--- config.mk ---
export PLATFORM = sky130hd
export DESIGN_NAME = obstacle_hit_detector
export DESIGN_NICKNAME = d
export VERILOG_FILES = /design/src/rtl/obstacle_pkg.sv /design/src/rtl/box_clip_reg.sv /design/src/rtl/obstacle_hit_detector.sv
export SDC_FILE = /design/constraint.sdc
export NUM_CORES = 1
export LEC_CHECK = 0
export CORE_MARGIN = 3
export CORE_UTILIZATION = 45
export CTS_CLUSTER_DIAMETER = 100
export DETAILED_ROUTE_END_ITERATION = 10
export DONT_BUFFER_PORTS = 1
export GPL_TIMING_DRIVEN = 0
export PLACE_DENSITY = 0.61
export SETUP_SLACK_MARGIN = 0.15
export SLEW_MARGIN = 20
export SYNTH_ARGS = -nofsm -noshare
export SYNTH_HDL_FRONTEND = slang
export SYNTH_SLANG_ARGS = --single-unit
--- constraint.sdc ---
create_clock -name i_clk -period 5.9 [get_ports i_clk]
set_input_delay 0.59 -clock i_clk [delete_from_list [all_inputs] [get_ports i_clk]]
set_output_delay 0.59 -clock i_clk [all_outputs]
set_load 0.005 [all_outputs]
--- src/rtl/obstacle_pkg.sv ---
// Shared types for the obstacle hit detector: coordinate width, FSM states, box edges.
package obstacle_pkg;
   localparam int COORD_W = 12;

   typedef enum logic [1:0] {
      IDLE,
      ARMED,
      COOLDOWN
   } state_t;

   typedef struct packed {
      logic [COORD_W-1:0] x1;
      logic [COORD_W-1:0] x2;
      logic [COORD_W-1:0] y1;
      logic [COORD_W-1:0] y2;
   } box_t;
endpackage

--- src/rtl/box_clip_reg.sv ---
// Snapshots one box on a frame strobe, clipped to the display, and flags
// whether the current beam position lies inside the held snapshot.
module box_clip_reg
   import obstacle_pkg::*;
#(
   parameter int D_WIDTH  = 640,
   parameter int D_HEIGHT = 480
) (
   input  logic               i_clk,
   input  logic               i_rst_n,
   input  logic               i_stb,
   input  box_t               i_box,
   input  logic [COORD_W-1:0] i_pix_x,
   input  logic [COORD_W-1:0] i_pix_y,
   output box_t               o_box,
   output logic               o_vis,
   output logic               o_inside
);
   localparam logic [COORD_W-1:0] X_MAX = COORD_W'(D_WIDTH - 1);
   localparam logic [COORD_W-1:0] Y_MAX = COORD_W'(D_HEIGHT - 1);

   box_t w_clip;
   logic w_vis;

   // A left/top edge above its right/bottom edge has wrapped below zero.
   always_comb begin
      w_clip.x1 = (i_box.x1 > i_box.x2) ? '0 : i_box.x1;
      w_clip.x2 = (i_box.x2 > X_MAX) ? X_MAX : i_box.x2;
      w_clip.y1 = (i_box.y1 > i_box.y2) ? '0 : i_box.y1;
      w_clip.y2 = (i_box.y2 > Y_MAX) ? Y_MAX : i_box.y2;
      w_vis     = (w_clip.x1 <= X_MAX) && (w_clip.y1 <= Y_MAX);
   end

   box_t r_box;
   logic r_vis;
   logic r_inside;

   always_ff @(posedge i_clk) begin
      if (!i_rst_n) begin
         r_box    <= '0;
         r_vis    <= 1'b0;
         r_inside <= 1'b0;
      end else begin
         if (i_stb) begin
            r_box <= w_clip;
            r_vis <= w_vis;
         end
         r_inside <= r_vis &&
                     (i_pix_x >= r_box.x1) && (i_pix_x <= r_box.x2) &&
                     (i_pix_y >= r_box.y1) && (i_pix_y <= r_box.y2);
      end
   end

   assign o_box    = r_box;
   assign o_vis    = r_vis;
   assign o_inside = r_inside;
endmodule

--- src/rtl/obstacle_hit_detector.sv ---
// Per-frame obstacle/player overlap detector with hit cooldown and pixel flags.
// Optional saturating hit counter built when HIT_COUNT_EN is defined.
module obstacle_hit_detector
   import obstacle_pkg::*;
#(
   parameter int D_WIDTH         = 640,
   parameter int D_HEIGHT        = 480,
   parameter int COOLDOWN_FRAMES = 30,
   parameter int CNT_W           = 8
) (
   input  logic               i_clk,
   input  logic               i_rst_n,
   input  logic               i_enable,
   input  logic               i_frame_stb,
   input  logic               i_clr,
   input  logic [COORD_W-1:0] i_obs_x1,
   input  logic [COORD_W-1:0] i_obs_x2,
   input  logic [COORD_W-1:0] i_obs_y1,
   input  logic [COORD_W-1:0] i_obs_y2,
   input  logic [COORD_W-1:0] i_ply_x1,
   input  logic [COORD_W-1:0] i_ply_x2,
   input  logic [COORD_W-1:0] i_ply_y1,
   input  logic [COORD_W-1:0] i_ply_y2,
   input  logic [COORD_W-1:0] i_pix_x,
   input  logic [COORD_W-1:0] i_pix_y,
   output logic               o_obs_px,
   output logic               o_ply_px,
   output logic               o_hit,
   output logic               o_hit_stb,
   output logic [CNT_W-1:0]   o_hit_count
);
   localparam int                CD_W    = $clog2(COOLDOWN_FRAMES + 1);
   localparam logic [CD_W-1:0]   CD_INIT = CD_W'(COOLDOWN_FRAMES);

   box_t w_obs_in, w_ply_in, w_obs, w_ply;
   logic w_obs_vis, w_ply_vis, w_overlap, w_hit_acc;

   assign w_obs_in = '{x1: i_obs_x1, x2: i_obs_x2, y1: i_obs_y1, y2: i_obs_y2};
   assign w_ply_in = '{x1: i_ply_x1, x2: i_ply_x2, y1: i_ply_y1, y2: i_ply_y2};

   box_clip_reg #(.D_WIDTH(D_WIDTH), .D_HEIGHT(D_HEIGHT)) u_obs (
      .i_clk   (i_clk),
      .i_rst_n (i_rst_n),
      .i_stb   (i_frame_stb),
      .i_box   (w_obs_in),
      .i_pix_x (i_pix_x),
      .i_pix_y (i_pix_y),
      .o_box   (w_obs),
      .o_vis   (w_obs_vis),
      .o_inside(o_obs_px)
   );

   box_clip_reg #(.D_WIDTH(D_WIDTH), .D_HEIGHT(D_HEIGHT)) u_ply (
      .i_clk   (i_clk),
      .i_rst_n (i_rst_n),
      .i_stb   (i_frame_stb),
      .i_box   (w_ply_in),
      .i_pix_x (i_pix_x),
      .i_pix_y (i_pix_y),
      .o_box   (w_ply),
      .o_vis   (w_ply_vis),
      .o_inside(o_ply_px)
   );

   assign w_overlap = w_obs_vis && w_ply_vis &&
                      (w_obs.x1 <= w_ply.x2) && (w_ply.x1 <= w_obs.x2) &&
                      (w_obs.y1 <= w_ply.y2) && (w_ply.y1 <= w_obs.y2);

   state_t          r_state;
   logic [CD_W-1:0] r_cd;
   logic            r_eval;
   logic            r_hit;
   logic            r_hit_stb;

   assign w_hit_acc = i_enable && (r_state == ARMED) && r_eval && w_overlap;

   // Clear is applied before a same-edge hit so the hit wins.
   always_ff @(posedge i_clk) begin
      if (!i_rst_n) begin
         r_state   <= IDLE;
         r_cd      <= '0;
         r_eval    <= 1'b0;
         r_hit     <= 1'b0;
         r_hit_stb <= 1'b0;
      end else begin
         r_eval    <= i_frame_stb;
         r_hit_stb <= 1'b0;
         if (i_clr)
            r_hit <= 1'b0;
         if (!i_enable) begin
            r_state <= IDLE;
            r_cd    <= '0;
         end else begin
            case (r_state)
               IDLE: begin
                  if (i_frame_stb)
                     r_state <= ARMED;
               end
               ARMED: begin
                  if (r_eval && w_overlap) begin
                     r_state   <= COOLDOWN;
                     r_cd      <= CD_INIT;
                     r_hit_stb <= 1'b1;
                     r_hit     <= 1'b1;
                  end
               end
               COOLDOWN: begin
                  // Re-arm on the strobe that brings the count to zero, so that frame is evaluated.
                  if (i_frame_stb) begin
                     if (r_cd <= CD_W'(1)) begin
                        r_cd    <= '0;
                        r_state <= ARMED;
                     end else begin
                        r_cd <= r_cd - CD_W'(1);
                     end
                  end
               end
               default: r_state <= IDLE;
            endcase
         end
      end
   end

   assign o_hit     = r_hit;
   assign o_hit_stb = r_hit_stb;

`ifdef HIT_COUNT_EN
   logic [CNT_W-1:0] r_cnt;

   always_ff @(posedge i_clk) begin
      if (!i_rst_n)
         r_cnt <= '0;
      else if (i_clr)
         r_cnt <= w_hit_acc ? CNT_W'(1) : '0;
      else if (w_hit_acc && (r_cnt != {CNT_W{1'b1}}))
         r_cnt <= r_cnt + CNT_W'(1);
   end

   assign o_hit_count = r_cnt;
`else
   assign o_hit_count = '0;
`endif
endmodule
**Word-level counts from Yosys, hierarchy flattened**

Index checks and enable logic that the tools add are counted.

- Flip-flop bits (word level): 110
- Input port bits: 125
- Logic and storage cells: 93

- $add $sub $neg: 1
- $lt $le $gt $ge: 25
- Equality and inequality tests: 6
- Mux-type cells: 22
- Reduce and logical (&&, ||, !) cells: 22

Operators by type and width:

| cell | count |
|---|---|
| $le A12 B12 Y1 | 8 |
| $mux W12 | 8 |
| $ge A12 B12 Y1 | 4 |
| $gt A12 B12 Y1 | 4 |
| $gt A12 B10 Y1 const B | 2 |
| $gt A12 B9 Y1 const B | 2 |
| $le A12 B10 Y1 const B | 2 |
| $le A12 B9 Y1 const B | 2 |
| $logic_and A1 B1 Y1 | 16 |
| $mux W5 | 3 |
| $pmux W5 S2 | 1 |
| $mux W2 | 4 |
| $ne A2 B2 Y1 const B | 3 |
| $pmux W2 S3 | 1 |
| $reduce_and A3 Y1 | 2 |
| $le A5 B1 Y1 const B | 1 |
| $mux W1 | 5 |
| $sub A5 B1 Y5 const B | 1 |
| $reduce_and A4 Y1 | 1 |
| $eq A2 B1 Y1 const B | 1 |
| $eq A2 B2 Y1 const B | 1 |
| $logic_not A2 Y1 | 1 |
| $ne A2 B1 Y1 const B | 1 |
| $reduce_and A2 Y1 | 1 |
| $reduce_bool A2 Y1 | 1 |

**Logic depth before layout (Yosys ltp)**

- Depth in word-level cells: 9
- Gate-level depth with buffers: 10
- Mapped depth without buffers: 9

**Modules after synthesis**

Synthesis repeated with hierarchy kept, for this count alone.

- Cell total of the unflattened synthesis: 995
- Area, all modules: 8,588.2 µm²

Modules (own cells, without submodules):

| module | times used | cells each | area each (µm²) | seq. area each (µm²) |
|---|---|---|---|---|
| box_clip_reg | 2 | 379 | 3,397.0 | 1,001.0 |
| obstacle_hit_detector | 1 | 237 | 1,794.2 | 200.2 |

**Worst setup path after synthesis**

Ideal clock, no wire load.

- Kind: input port to flip-flop
- From: input i_ply_x2[9]
- To: register u_ply.r_box (netlist bit u_ply.o_box[36])
- Arrival: 2,190 ps
- Data required time: 5,840 ps
- Path slack: 3,651 ps
- Stages: 10
- Cells stage by stage: inv_1 -> ha_1 -> a21o_1 -> a21o_1 -> a21oi_1 -> nand2_1 -> o21a_1 -> nor2_1 -> clkbuf_1 -> a22o_1

- Cells in the longest elaborated chain, start to end: 2

RTL lines:

| item | line | text |
|---|---|---|
| from (decl) | obstacle_hit_detector.sv:21 | `input logic [COORD_W-1:0] i_ply_x2,` |
| $gt A12 B12 Y1 | box_clip_reg.sv:27 | `w_clip.x1 = (i_box.x1 > i_box.x2) ? '0 : i_box.x1;` |
| $mux W12 | box_clip_reg.sv:27 |  |
| to (signal assigned) | box_clip_reg.sv:45 | `r_box <= w_clip;` |
| to (decl) | box_clip_reg.sv:34 | `box_t r_box;` |

No other way between the ends.
A chain may end at the register's enable or synchronous reset.

**Worst setup path in the final report**

- From: register u_ply.r_box (netlist bit u_ply.o_box[3])
- To: register r_cd[4]

- Cells in the longest elaborated chain, start to end: 6

RTL lines:

| item | line | text |
|---|---|---|
| $le A12 B12 Y1 | obstacle_hit_detector.sv:67 | `(w_obs.y1 <= w_ply.y2) && (w_ply.y1 <= w_obs.y2);` |
| $logic_and A1 B1 Y1 | obstacle_hit_detector.sv:66 | `(w_obs.x1 <= w_ply.x2) && (w_ply.x1 <= w_obs.x2) &&` |
| $logic_and A1 B1 Y1 | obstacle_hit_detector.sv:67 |  |
| $logic_and A1 B1 Y1 | obstacle_hit_detector.sv:100 | `if (r_eval && w_overlap) begin` |
| $ne A2 B1 Y1 (no line) | n/a |  |
| $reduce_and A3 Y1 (no line) | n/a |  |
| to (signal assigned) | obstacle_hit_detector.sv:114 | `r_cd <= r_cd - CD_W'(1);` |
| to (decl) | obstacle_hit_detector.sv:70 | `logic [CD_W-1:0] r_cd;` |

No other way between the ends.

==> results.sh <==
export IMPL_postSynthAreaPerCell_sq_um=8.92
export IMPL_synth_area_leaders="ha_1 29%, dfxtp_1 26%, inv_1 6.7%"
export IMPL_worst_slew_pin_slew_ns=0.871
export IMPL_cts_buffer_depth=2
export IMPL_grt_usage=0.226
export IMPL_grt_pass1_vias=6917
export IMPL_portBuffers=0
export IMPL_rsz0062_at_grt="no"
export IMPL_die_area_sq_um=20500
export IMPL_drt_first_pass_iters=4
export IMPL_post_cts_buffers=0
export IMPL_yosys_area_top_type="ha_1"
export IMPL_reg2reg_depth=8
export IMPL_ys_top_cells_by_count="194 x ha_1, 152 x inv_1, 110 x dfxtp_1"
export IMPL_ctsResizeCount=0
export IMPL_slew_violations=0
export IMPL_crit_path_start_kind="register"
export IMPL_setup_viol=0
export IMPL_synth_compound_area_frac=0.244
export IMPL_fin_crit_ns=2.51
export IMPL_die_y_um=143
export IMPL_power_density_nw_per_um2=208
export IMPL_drc_errors=0
export IMPL_cts_max_level=3
export IMPL_crit_arrival_ns=2.77
export IMPL_synthArstFlopShare=0
export IMPL_min_path_type="input pin to register"
export IMPL_leakage_nw=4.21
export IMPL_start_util=0.466
export IMPL_synthSimpleGateAreaFrac=0.123
export IMPL_antenna_found_initial=1
export IMPL_coreArea_sq_um=18200
export IMPL_grt_pass1_wl_mm=36.0
export IMPL_die_w_um=143
export IMPL_crit_type="register to register"
export IMPL_vias_per_cell=5.70
export IMPL_seq_area_frac_synth=0.260
export IMPL_cts_tree="yes"
export IMPL_numCtsBuffers=9
export IMPL_fmax_mhz=398
export IMPL_antenna_left=0
export IMPL_holdPathStages=1
export IMPL_synth_edff_count=0
export IMPL_clk_latency_ns=0.36
export IMPL_cts_sinks=110
export IMPL_cts_hold_buf=0
export IMPL_wl_per_cell_um=18.9
export IMPL_ys_flop_type="dfxtp_1"
export IMPL_placementRows=49
export IMPL_endpoint_kind="register"
export IMPL_detail_route_wirelength_mm=22.8
export IMPL_synth_most_common_cell="ha_1"
export IMPL_synth_cell_types=58
export IMPL_max_cap_violations=0
export IMPL_synth_area_sq_um=8480
export IMPL_finalSetupTns_ns=0
export IMPL_clkTransAtPathRegs_ns=0.08
export IMPL_yosys_warnings=0
export IMPL_vias=6855
export IMPL_drive_gt1_frac=0.0688
export IMPL_power_w=0.00189
export IMPL_grt_overflow=0
export IMPL_synth_xor_area_share=0
export IMPL_gp_congestion=0.871
export IMPL_hold_violations=0
export IMPL_period_share=0.426
export IMPL_syn_inst=951
export IMPL_worst_hold_slack_ns=0.352
export IMPL_synthMuxAreaShare=0.00354
export IMPL_status="complete, no violations"
export IMPL_antenna_cells=0
export IMPL_nNetsFinal=1288
export IMPL_synth_top_family_by_area="adder cells"
export IMPL_dp_hpwl_mm=19.4
export IMPL_cp_max_fo=6
export IMPL_area_delta_synth_final_pct=7.33
export IMPL_max_slew_margin_rel=0.411
export IMPL_cp_required_ns=6.15
export IMPL_drt_first_iter_violations=270
export IMPL_synth_top_area_share=0.286
export IMPL_synthAdderAreaFrac=0.286
export IMPL_fin_skew_ns=0.00716
export IMPL_ys_ff_latch=110
export IMPL_cts_root_buf="clkbuf_16"
export IMPL_pin_count=137
export IMPL_rrSetupSlack_ns=3.39
export IMPL_ir_drop_mv=0.165
export IMPL_grt_start_max_net_pins=19
==> flip-flops by register name, summed over array words and instances (netlist names) <==
register        cells
u_ply.o_box        48
u_obs.o_vis         1
u_obs.o_box        48
u_obs.o_inside      1
r_eval              1
o_hit               1
r_cd                5
o_hit_stb           1
r_state             2
u_ply.o_inside      1
u_ply.o_vis         1
==> area by class of cell <==
cell class                      instances  area (sq um)
Multi-Input combinational cell        667          5600
Clock inverter                          6          70.1
Sequential cell                       110          2200
Inverter                              152           571
Tap cell                              229           287
Clock buffer                           10           239
Fill cell                            1772          9110
Buffer                                 29           139
==> through the flow <==
| step | std cells | cell area [sq um] | setup slack [ns] | utilization |
|---|---|---|---|---|
| floorplan | 958 | 8510 | 3.65 | - |
| global placement | 1187 | 8790 | 3.26 | 0.483 |
| detailed placement | 1187 | 8790 | 3.26 | 0.483 |
| CTS | 1203 | 9100 | 3.38 | 0.500 |
| global route | 1203 | 9100 | 3.19 | 0.500 |
| finish | 1203 | 9100 | 3.39 | 0.500 |
==> logic make-up (layout without fill, tap and decap cells) <==
group,count (synthesis),in the layout
buf+inv,181,197
flops,110,110
other cells,1,8
compound gates,278,278
mux,3,3
simple gates,184,184
fa+ha+maj,194,194
==> where the power goes <==
part	internal [W]	switching, W	total, W
registers	0.000783	0.0000325	0.000816
clock network	0.000344	0.000291	0.000635
logic	0.000205	0.000239	0.000444
==> worst max-delay path, cell delays in order, from the launching register on <==
cell and delay (ns):
dfxtp_1 0.34, inv_1 0.08, ha_1 0.31, nand4_1 0.15
or3_4 0.40, a211o_1 0.31, nor4_4 0.41, nand2_2 0.13
a211o_1 0.27
==> worst paths after layout <==
path | from | endpoint
worst max-delay path | u_ply.o_box[3]$_SDFFE_PN0P_ | r_cd[4]$_SDFFE_PN0P_
worst min-delay path | i_obs_x1[0] | u_obs.o_box[36]$_SDFFE_PN0P_
worst max register to register | u_ply.o_box[3]$_SDFFE_PN0P_ | r_cd[4]$_SDFFE_PN0P_
worst min register to register | u_ply.o_box[34]$_SDFFE_PN0P_ | u_ply.o_box[34]$_SDFFE_PN0P_
==> layout by cell type (no fill, tap or decap), types with 22 or more instances in the layout <==
cell type  instances
a21oi_1           56
nand4_1           38
dfxtp_1          110
nand2_1           30
ha_1             194
a21o_1            42
a22o_1            46
o221a_2           30
nor2_1            22
inv_1            152
o21ai_0           38
==> metal layers <==
metal  share of wire  up-vias  GRT usage
met2            0.47      154      0.384
li1                -     3507          -
met4           0.037        2     0.0912
met5         0.00057        -          0
met1            0.42     3153      0.265
met3           0.073       39     0.0687
No activity file was read; power rests on OpenSTA's default activity.
